### src/rtl/core_dbg_pkg.sv
// core_dbg_pkg: shared encodings for the core debug/run-control slice.
// Core state codes must track the core's own state defines.
package core_dbg_pkg;

  localparam logic [3:0] CORE_INIT  = 4'd0;
  localparam logic [3:0] CORE_FETCH = 4'd1;
  localparam logic [3:0] CORE_WB    = 4'd5;
  localparam logic [3:0] CORE_HALT  = 4'd6;
  localparam logic [3:0] CORE_ERROR = 4'd7;

  typedef enum logic [1:0] {
    CTRL_PARKED = 2'd0,
    CTRL_RUN    = 2'd1,
    CTRL_STEP   = 2'd2,
    CTRL_FAULT  = 2'd3
  } ctrl_state_e;

  typedef enum logic [1:0] {
    OP_HALT    = 2'd0,
    OP_RUN     = 2'd1,
    OP_STEP    = 2'd2,
    OP_CLR_CNT = 2'd3
  } cmd_op_e;

  typedef enum logic [1:0] {
    STOP_HALT_CMD   = 2'd0,
    STOP_STEP_DONE  = 2'd1,
    STOP_BREAKPOINT = 2'd2,
    STOP_CORE_STOP  = 2'd3
  } stop_cause_e;

  function automatic logic core_is_stopped(
    input logic [3:0] st
  );
    return (st == CORE_HALT) || (st == CORE_ERROR);
  endfunction

  // Breakpoint outranks step completion, which outranks a host halt.
  function automatic stop_cause_e park_cause(
    input logic bp,
    input logic step_done
  );
    if (bp)
      return STOP_BREAKPOINT;
    else if (step_done)
      return STOP_STEP_DONE;
    else
      return STOP_HALT_CMD;
  endfunction

endpackage

### src/rtl/run_ctrl_bp_match.sv
// run_ctrl_bp_match: PC breakpoint comparator with a one-shot skip flag.
// The skip flag lets a resume step off the instruction it parked on.
module run_ctrl_bp_match
  import core_dbg_pkg::*;
(
  input  logic        clk,
  input  logic        rst_n,
  input  logic        bp_en,
  input  logic [31:0] bp_addr,
  input  logic [31:0] core_pc,
  input  logic [3:0]  core_state,
  input  logic        skip_set,
  input  logic        tick_en,
  output logic        bp_hit
);

  logic skip_q;
  logic skip_d;
  logic at_fetch;

  assign at_fetch = (core_state == CORE_FETCH);
  assign bp_hit   = bp_en & at_fetch
                  & (core_pc == bp_addr) & ~skip_q;

  // Arm on resume, disarm once the core leaves its first fetch.
  always_comb begin
    skip_d = skip_q;
    if (skip_set)
      skip_d = 1'b1;
    else if (tick_en && at_fetch)
      skip_d = 1'b0;
  end

  // Skip flag register.
  always_ff @(posedge clk or negedge rst_n) begin
    if (!rst_n)
      skip_q <= 1'b0;
    else
      skip_q <= skip_d;
  end

endmodule

### src/rtl/core_run_ctrl.sv
// core_run_ctrl: run/step/halt sequencer driving the core clock enable.
// Breakpoint logic is built only when RUN_CTRL_BP_EN is defined.
module core_run_ctrl
  import core_dbg_pkg::*;
#(
  parameter int STEP_W = 16,
  parameter int CNT_W  = 32
) (
  input  logic              clk,
  input  logic              rst_n,
  input  logic              cmd_valid,
  output logic              cmd_ready,
  input  logic [1:0]        cmd_op,
  input  logic [STEP_W-1:0] cmd_arg,
  output logic              core_clk_enable,
  input  logic              core_cycle_end,
  input  logic [3:0]        core_state,
  input  logic [31:0]       core_pc,
  input  logic              bp_en,
  input  logic [31:0]       bp_addr,
  output logic              halted,
  output logic [1:0]        ctrl_state,
  output logic [1:0]        stop_cause,
  output logic [CNT_W-1:0]  retired
);

  ctrl_state_e       state_q, state_d;
  stop_cause_e       cause_q, cause_d;
  logic [CNT_W-1:0]  retired_q, retired_d;
  logic [STEP_W-1:0] steps_q, steps_d;
  logic              halt_pend_q, halt_pend_d;
  logic              halted_q, halted_d;

  cmd_op_e op;
  logic    cmd_fire;
  logic    active;
  logic    at_fetch;
  logic    bp_hit;
  logic    step_done;
  logic    park_req;
  logic    park;
  logic    retire;
  logic    resume;
  logic    stopped;

  assign op        = cmd_op_e'(cmd_op);
  assign cmd_ready = ~halt_pend_q;
  assign cmd_fire  = cmd_valid & cmd_ready;

  assign active    = (state_q == CTRL_RUN)
                   | (state_q == CTRL_STEP);
  assign at_fetch  = (core_state == CORE_FETCH);
  assign step_done = (state_q == CTRL_STEP)
                   & (steps_q == '0);
  assign park_req  = halt_pend_q | bp_hit | step_done;
  assign park      = active & at_fetch & park_req;
  assign stopped   = core_is_stopped(core_state);

  assign core_clk_enable = active & ~(at_fetch & park_req);

  assign retire = core_clk_enable & core_cycle_end
                & (core_state == CORE_WB);

  assign resume = cmd_fire & (state_q == CTRL_PARKED)
                & ((op == OP_RUN) | (op == OP_STEP));

`ifdef RUN_CTRL_BP_EN
  run_ctrl_bp_match u_bp (
    .clk        (clk),
    .rst_n      (rst_n),
    .bp_en      (bp_en),
    .bp_addr    (bp_addr),
    .core_pc    (core_pc),
    .core_state (core_state),
    .skip_set   (resume),
    .tick_en    (core_clk_enable),
    .bp_hit     (bp_hit)
  );
`else
  logic unused_bp;
  assign unused_bp = ^{bp_en, bp_addr, core_pc};
  assign bp_hit    = 1'b0;
`endif

  assign halted     = halted_q;
  assign ctrl_state = state_q;
  assign stop_cause = cause_q;
  assign retired    = retired_q;

  // Next-state: command handling, parking, fault entry and counting.
  always_comb begin
    state_d     = state_q;
    cause_d     = cause_q;
    halt_pend_d = halt_pend_q;
    steps_d     = steps_q;
    retired_d   = retired_q;

    if (cmd_fire && op == OP_CLR_CNT)
      retired_d = '0;
    else if (retire)
      retired_d = retired_q + CNT_W'(1);

    if (retire && state_q == CTRL_STEP)
      steps_d = steps_q - STEP_W'(1);

    unique case (state_q)
      CTRL_PARKED: begin
        if (resume) begin
          if (op == OP_RUN) begin
            state_d = CTRL_RUN;
          end else begin
            state_d = CTRL_STEP;
            steps_d = (cmd_arg == '0)
                    ? STEP_W'(1) : cmd_arg;
          end
        end
      end
      CTRL_RUN, CTRL_STEP: begin
        if (stopped) begin
          state_d     = CTRL_FAULT;
          cause_d     = STOP_CORE_STOP;
          halt_pend_d = 1'b0;
        end else if (park) begin
          state_d     = CTRL_PARKED;
          cause_d     = park_cause(bp_hit, step_done);
          halt_pend_d = 1'b0;
        end else if (cmd_fire && op == OP_HALT) begin
          halt_pend_d = 1'b1;
        end
      end
      CTRL_FAULT: begin
        if (core_state == CORE_INIT)
          state_d = CTRL_PARKED;
      end
    endcase

    halted_d = (state_d == CTRL_PARKED)
             | (state_d == CTRL_FAULT);
  end

  // Controller state registers.
  always_ff @(posedge clk or negedge rst_n) begin
    if (!rst_n) begin
      state_q     <= CTRL_PARKED;
      cause_q     <= STOP_HALT_CMD;
      retired_q   <= '0;
      steps_q     <= '0;
      halt_pend_q <= 1'b0;
      halted_q    <= 1'b1;
    end else begin
      state_q     <= state_d;
      cause_q     <= cause_d;
      retired_q   <= retired_d;
      steps_q     <= steps_d;
      halt_pend_q <= halt_pend_d;
      halted_q    <= halted_d;
    end
  end

endmodule
### config.mk
export PLATFORM = sky130hd
export DESIGN_NAME = core_run_ctrl
export DESIGN_NICKNAME = d
export VERILOG_FILES = /design/src/rtl/core_dbg_pkg.sv /design/src/rtl/run_ctrl_bp_match.sv /design/src/rtl/core_run_ctrl.sv
export SDC_FILE = /design/constraint.sdc
export NUM_CORES = 1
export LEC_CHECK = 0
export BUFFER_PORTS_ARGS = -buffer_cell sky130_fd_sc_hd__buf_4
export CAP_MARGIN = 20
export CORE_MARGIN = 3
export CORE_UTILIZATION = 49
export DETAILED_ROUTE_END_ITERATION = 10
export PLACE_DENSITY = 0.84
export SLEW_MARGIN = 20
export SYNTH_ARGS = -nofsm -noshare
export SYNTH_HDL_FRONTEND = slang
export SYNTH_SLANG_ARGS = --single-unit
### constraint.sdc
create_clock -name clk -period 2.8 [get_ports clk]
set_input_delay 0.42 -clock clk [delete_from_list [all_inputs] [get_ports clk]]
set_output_delay 0.42 -clock clk [all_outputs]
set_load 0.02 [all_outputs]
==> metrics.md, run 1 <==
| Metric | Value |
|---|---|
| Synth Area in Compound Gates | 0.147 |
| CTS resizes | 0 |
| Crit path launch type | register |
| Mux contribution to synthesized area | 0.0123 |
| Area leader, netlist | dfrtp_1 |
| Peak supply drop | 0.499 mV |
| Initial antenna violation count | 0 |
| Register Area | roughly 1400 um2 |
| GRT Util Overall | 0.221 |
| Required time of the critical path | approximately 2.4 ns |
| Synth area leaders | dfrtp_1 41%, nand4_1 4.8%, ha_1 3.8% |
| Via total after detailed routing | 3175 |
| Clock H-tree levels | 2 |
| CTS tree | built |
| # rows | 29 |
| Combinational family with the most area after synthesis | simple AND/OR/NAND/NOR gates |
| Sequential cell area fraction in the yosys report | 0.414 |
| RePlAce Congestion | roughly 0.84 |
| PortBufs | 64 |
| WP buf/inv | 2 |
| Filler cell count | roughly 560 |
| GR Overflow Total | 0 |
| Max Buffers Root-to-Sink | 2 |
| Number of CTS-inserted buffers | 5 |
| Maxcap violations | 0 |
| Slowest library cell on the worst path | dfrtp_1 |
| Detail Placement HPWL | between 5 and 6 mm |
| Final Skew | roughly 0.012 ns |
| DRC Markers | 0 |
| Antenna fix cells | 0 |
| Remaining antenna violation count | 0 |
| Die height | about 88 um |
| Largest net degree at the start of global routing | 55 |
| Top Family by Delay on Critical Path | simple AND/OR/NAND/NOR gates |
| Post-synthesis adder-cell area fraction | 0.0383 |
| Crit path max fanout | 5 |
| Drt total wl | between 8 and 9 mm |
| Count of cell types in the netlist | 46 |
| Clk sinks | 54 |
| Syn_nets | 468 |
| # hold bufs at CTS | 0 |
| Clk_lat worst skew | between 0.3 and 0.4 ns |
| Buffer count from post-CTS setup fixing | 0 |
| Tmin final | around 2.5 ns |
| Period utilization | 0.902 |
| Slowest cell delay on critical path | about 0.43 ns |
| Fmax achieved | slightly below 0.4 GHz |
| First-pass GRT wire length | around 14 mm |
| Die ar. | between 7000 and 8000 um2 |
| Worst Path Class, Setup | register to output pin |
| Synthesis-stage register bit count | 54 |
| CTS Root Cell | clkbuf_8 |
| Area grow syn2layout | 21.3% |
| Max Slew Vio Count | 0 |
| DR WL/cell | approximately 16 um |
| Count of final setup violators | 0 |
| Worst-Margin Slew | slightly below 0.7 ns |
| Syn. warnings | 0 |
| PwrDens | between 600 and 700 nW/um2 |
| Yosys top cell area share | 0.406 |
| Initial DRT Pass Iterations | 5 |
| Vias per cell | approximately 6.3 |
| I/O pin cnt | 130 |
| RSZ-0062 raised after global routing | no |
| Mean area per synthesized cell | between 8 and 9 um2 |
| Hold Crit Class | input port to asynchronous set/reset pin |
| Slew HR | 0.545 |
| Final nets | between 500 and 600 |
| Multi-input logic area | roughly 1800 um2 |
| Final Hold Fails | 0 |
| Leak Pwr | 1.65 nW |
| Placeable core area | approximately 6400 um2 |
| Ys async rst share | 1.00 |
| Xor and xnor fraction of the mapped netlist area | 0.0402 |
| Starting Density | 0.511 |
| Vias in the first global route | 2986 |
| Mapped Area | between 3000 and 4000 um2 |
| Chip width | approximately 90 um |
| Clock transition at the registers of the reported paths | between 0.1 and 0.15 ns |
| CP Cell Sequence | inv_1, ha_1, nor4bb_1, nand4_1, a21oi_1, nor2b_1, buf_4 |
| Layout cells sized above 1 | 0.230 |
| 1st-iter DRT viols | ~210 |
| Critical Path AT | 2.11 ns |
| Top_reg_cell synth | dfrtp_1 |
| CP endpoint kind | output pin |
| Synth Area in Simple Gates | 0.314 |
| Setup TNS | 0 ns |
| Min Hold Slack | 0.127 ns |
| Post-synth EDFFs | 0 |
| Run status | finished, final reports clean |
| Mapped Cells | around 370 |
==> per-layer routing <==
layer	global-route usage	share of wire
met5	0	0
met4	0.0823	0.018
met3	0.0310	0.066
met2	0.351	0.47
met1	0.308	0.45
==> Yosys cell counts, types with 6 or more instances <==
master and count:
nor4_1 11, dfrtp_1 53, nor2_1 25, clkbuf_1 16, a21oi_1 24, xor2_1 11, o21ai_0 18, inv_1 13
or3_1 6, or2_2 7, nand3_1 23, nor3_1 6, ha_1 10, nand4_1 25, nand2_1 25, a31oi_1 11
o31ai_1 11, or4_1 13, and4_1 8
==> kinds of logic (layout without fill, tap and decap cells) <==
| group | count (synthesis) | count (layout) |
|---|---|---|
| mux | 4 | 4 |
| buf+inv | 30 | 94 |
| compound gates | 78 | 78 |
| flops | 54 | 54 |
| fa+ha+maj | 10 | 10 |
| xor+xnor | 15 | 15 |
| simple gates | 176 | 176 |
==> per-stage QoR <==
stage | cell area [um2] | total power, W | instances | util | setup WS (ns)
global route | 3960 | 0.00255 | 508 | 0.620 | 0.104
CTS | 3960 | 0.00239 | 508 | 0.620 | 0.256
detailed placement | 3840 | 0.00185 | 500 | 0.602 | 0.409
finish | 3960 | 0.00238 | 508 | 0.620 | 0.274
global placement | 3840 | 0.00182 | 500 | 0.602 | 0.488
floorplan | 3260 | 0.00157 | 367 | - | 0.403
==> where the power goes <==
| part | internal [W] | switching (W) |
|---|---|---|
| clock | 0.000266 | 0.000267 |
| combinational | 0.000324 | 0.000414 |
| sequential | 0.000939 | 0.000170 |
| total | 0.00153 | 0.000851 |
==> layout make-up <==
type                    instances  area share
repair buffers                 73       0.138
flip-flops and latches         54       0.342
multi-input cells             283       0.454
well taps                      77      0.0243
inverters                      13      0.0123
clock buffers                   5      0.0174
clock inverters                 3      0.0114
==> flip-flops by register name (all words and copies together), names as in the netlist <==
name	cells
ctrl_state	2
halt_pend_q	1
halted	1
retired	32
steps_q	16
stop_cause	2
==> worst reg2reg max path: cells and delay by family, from the launching register on <==
family	cells	cell delay (ns)
buffers and inverters	2	0.36
AOI/OAI and AO/OA	1	0.18
adders and majority gates	1	0.25
and+or+nand+nor	3	1.12
DFF	1	0.43
==> placed cells by master (no fill, tap or decap), types with 13 or more instances in the layout <==
master    n
o21ai_0  18
nand4_1  25
inv_1    13
nor2_1   25
nand3_1  23
a21oi_1  24
or4_1    13
buf_4    73
dfrtp_1  53
nand2_1  25
==> worst paths after layout <==
check                         startpoint  depth (start not counted)         endpoint  slack, ns
hold reg to reg            stop_cause[1]                          2    stop_cause[1]       0.51
setup / recovery           ctrl_state[0]                          7  core_clk_enable       0.27
setup reg to reg           ctrl_state[0]                          7      steps_q[11]       0.39
max in group asynchronous          rst_n                          1       retired[0]       2.20
hold / removal                     rst_n                          1      retired[17]       0.13
min in group clk              cmd_arg[2]                          3       steps_q[2]       0.32
No activity file was read; power rests on OpenSTA's default activity.
==> run 2, diff against run 1 <==
- CELL_PAD_IN_SITES_DETAIL_PLACEMENT: default -> 0
- CELL_PAD_IN_SITES_GLOBAL_PLACEMENT: default -> 1
- CORE_UTILIZATION: 49 -> 35
- PLACE_DENSITY: 0.84 -> 0.83
==> run 2 against run 1 <==
Net effect: worst setup slack got worse by 0.060 ns; critical path depth is 1 lower; largest cell class unchanged; sequential power hardly changed.
==> metrics.md, run 2 (synthesized netlist as in run 1, its figures left out) <==
| Metric | Value |
|---|---|
| Crit path launch type | register |
| Max Buffers Root-to-Sink | 2 (unchanged) |
| PwrDens | 616 nW/um2 (+2.4%) |
| Layout cells sized above 1 | 0.228 (-0.00179) |
| Commonest non-fill, non-tap cell in the layout | buf_4 |
| Setup WS post-layout | 0.214 ns (-0.0603 ns) |
| Antenna fix cells | 0 (unchanged) |
| Required time of the critical path | 3.05 ns (+0.67 ns) |
| WP buf/inv | 1 (-1) |
| Period utilization | 0.924 (+0.0215) |
| Final nets | 530 (-0.19%) |
| DRC Markers | 0 (unchanged) |
| Placeable core area | 8890 um2 (+39%) |
| Leak Pwr | 1.66 nW (+0.76%) |
| Multi-input logic area | 1800 um2 (unchanged) |
| Slowest cell delay on critical path | 0.64 ns (+0.21 ns) |
| Clk sinks | 54 (unchanged) |
| Drt total wl | 8.57 mm (+6.0%) |
| Chip width | 103 um (+17%) |
| Worst r2r src | ctrl_state[1] |
| Setup crit start | ctrl_state[1] |
| Maxcap violations | 0 (unchanged) |
| Post-place setup slack | 0.183 ns (-0.227 ns) |
| Hold Crit Class | input port to asynchronous set/reset pin |
| WL met3 | 403 um (-24%) |
| PortBufs | 64 (unchanged) |
| Fmax achieved | 0.387 GHz (-2.3%) |
| 1st-iter DRT viols | 123 (-43%) |
| Tmin final | 2.59 ns (+0.0603 ns) |
| Die ar. | 10500 um2 (+37%) |
| I/O pin cnt | 130 (unchanged) |
| CTS resizes | 0 (unchanged) |
| Min Hold Slack | 0.148 ns (+0.0211 ns) |
| Clock H-tree levels | 2 (unchanged) |
| Number of CTS-inserted buffers | 5 (unchanged) |
| Slew HR | 0.517 (-0.0282) |
| Crit path max fanout | 13 (+8) |
| Worst-Margin Slew | 0.725 ns (+0.0423 ns) |
| DRT met1 WL | 3.81 mm (+5.8%) |
| DP Area | 3880 um2 (+0.81%) |
| Via total after detailed routing | 3082 (-2.9%) |
| Top Family by Delay on Critical Path | simple AND/OR/NAND/NOR gates |
| Vias per cell | 5.73 (-8.3%) |
| RePlAce Congestion | 0.799 (-5.4%) |
| Vias in the first global route | 2970 (-0.54%) |
| First-pass GRT wire length | 14.4 mm (+5.1%) |
| Count of final setup violators | 0 (unchanged) |
| Filler cell count | 902 (+62%) |
| Final Skew | 0.0112 ns (-0.000800 ns) |
| Peak supply drop | 0.301 mV (-40%) |
| Detail Placement HPWL | 6.32 mm (+6.6%) |
| Register Area | 1350 um2 (unchanged) |
| GR Overflow Total | 0 (unchanged) |
| Die height | 103 um (+17%) |
| Met2 wire len | 4.29 mm (+13%) |
| Largest register FFs | 32 (unchanged) |
| Top Layer Used | met4 |
| CTS Root Cell | clkbuf_8 |
| Starting Density | 0.367 (-0.144) |
| Run status | finished, final reports clean |
| Area grow syn2layout | 23.0% |
| # rows | 34 (+17%) |
| Initial DRT Pass Iterations | 4 (-1) |
| Critical Path AT | 2.83 ns (+0.72 ns) |
| Clk_lat worst skew | 0.31 ns (about the same) |
| Initial antenna violation count | 0 (unchanged) |
| Max Slew Vio Count | 0 (unchanged) |
| Setup TNS | 0 ns (unchanged) |
| CP endpoint kind | register |
| CTS tree | built |
| Slowest library cell on the worst path | or4_2 |
| Clock transition at the registers of the reported paths | 0.11 ns (about the same) |
| RSZ-0062 raised after global routing | no |
| Fin area | 4010 um2 (+1.4%) |
| DR WL/cell | 15.9 um (about the same) |
| GRT Util Overall | 0.170 (-0.0509) |
| Most frequent cells in the layout | 72 x buf_4, 53 x dfrtp_1, 25 x nand4_1, 25 x nor2_1, 25 x nand2_1 |
| CP Cell Sequence | inv_1, ha_1, and4_1, nand4_1, or4_2, a31oi_1 |
| Buffer count from post-CTS setup fixing | 0 (unchanged) |
| # hold bufs at CTS | 0 (unchanged) |
| Largest net degree at the start of global routing | 55 (unchanged) |
| Final Hold Fails | 0 (unchanged) |
| Remaining antenna violation count | 0 (unchanged) |
| Worst Path Class, Setup | register to register |
run 2: changes by cell type in the layout (fill, tap and decap cells not counted):
cell / change
clkinvlp_4: -2
clkinv_4: +1
buf_4: -1
bufinv_16: +1
run 2: path summary, 6_finish.rpt:
path,depth (start not counted),slack (ns),end
max,6,0.21,steps_q[12]
min,1,0.15,retired[17]
max reg2reg,6,0.21,steps_q[12]
min reg2reg,2,0.52,stop_cause[1]
max in group asynchronous,1,2.17,halt_pend_q
min in group clk,3,0.33,steps_q[5]
run 2: layer usage:
metal  vias to the layer above  GRT usage
li1                       1521          -
met1                      1485      0.229
met4                         0     0.0383
met3                         7     0.0318
met5                         -          0
met2                        69      0.286
run 2: area by class of cell:
cell class / instances / area share
clock buffers: 5 / 0.0171
repair buffers: 72 / 0.135
well taps: 108 / 0.0337
inverters: 13 / 0.0122
clock inverters: 3 / 0.0171
multi-input cells: 283 / 0.448
flip-flops and latches: 54 / 0.337
run 2: where the power goes:
| part | switching [W] | internal [W] |
|---|---|---|
| logic | 0.000410 | 0.000321 |
| clock network | 0.000275 | 0.000359 |
| registers | 0.000167 | 0.000939 |
| total | 0.000852 | 0.00162 |
run 2: through the flow:
stage / power [W] / cells / util
after floorplan: 0.00157 / 367 / -
after global placement: 0.00183 / 530 / 0.436
after detailed placement: 0.00186 / 530 / 0.436
after CTS: 0.00250 / 538 / 0.451
after global routing: 0.00266 / 538 / 0.451
final: 0.00247 / 538 / 0.451
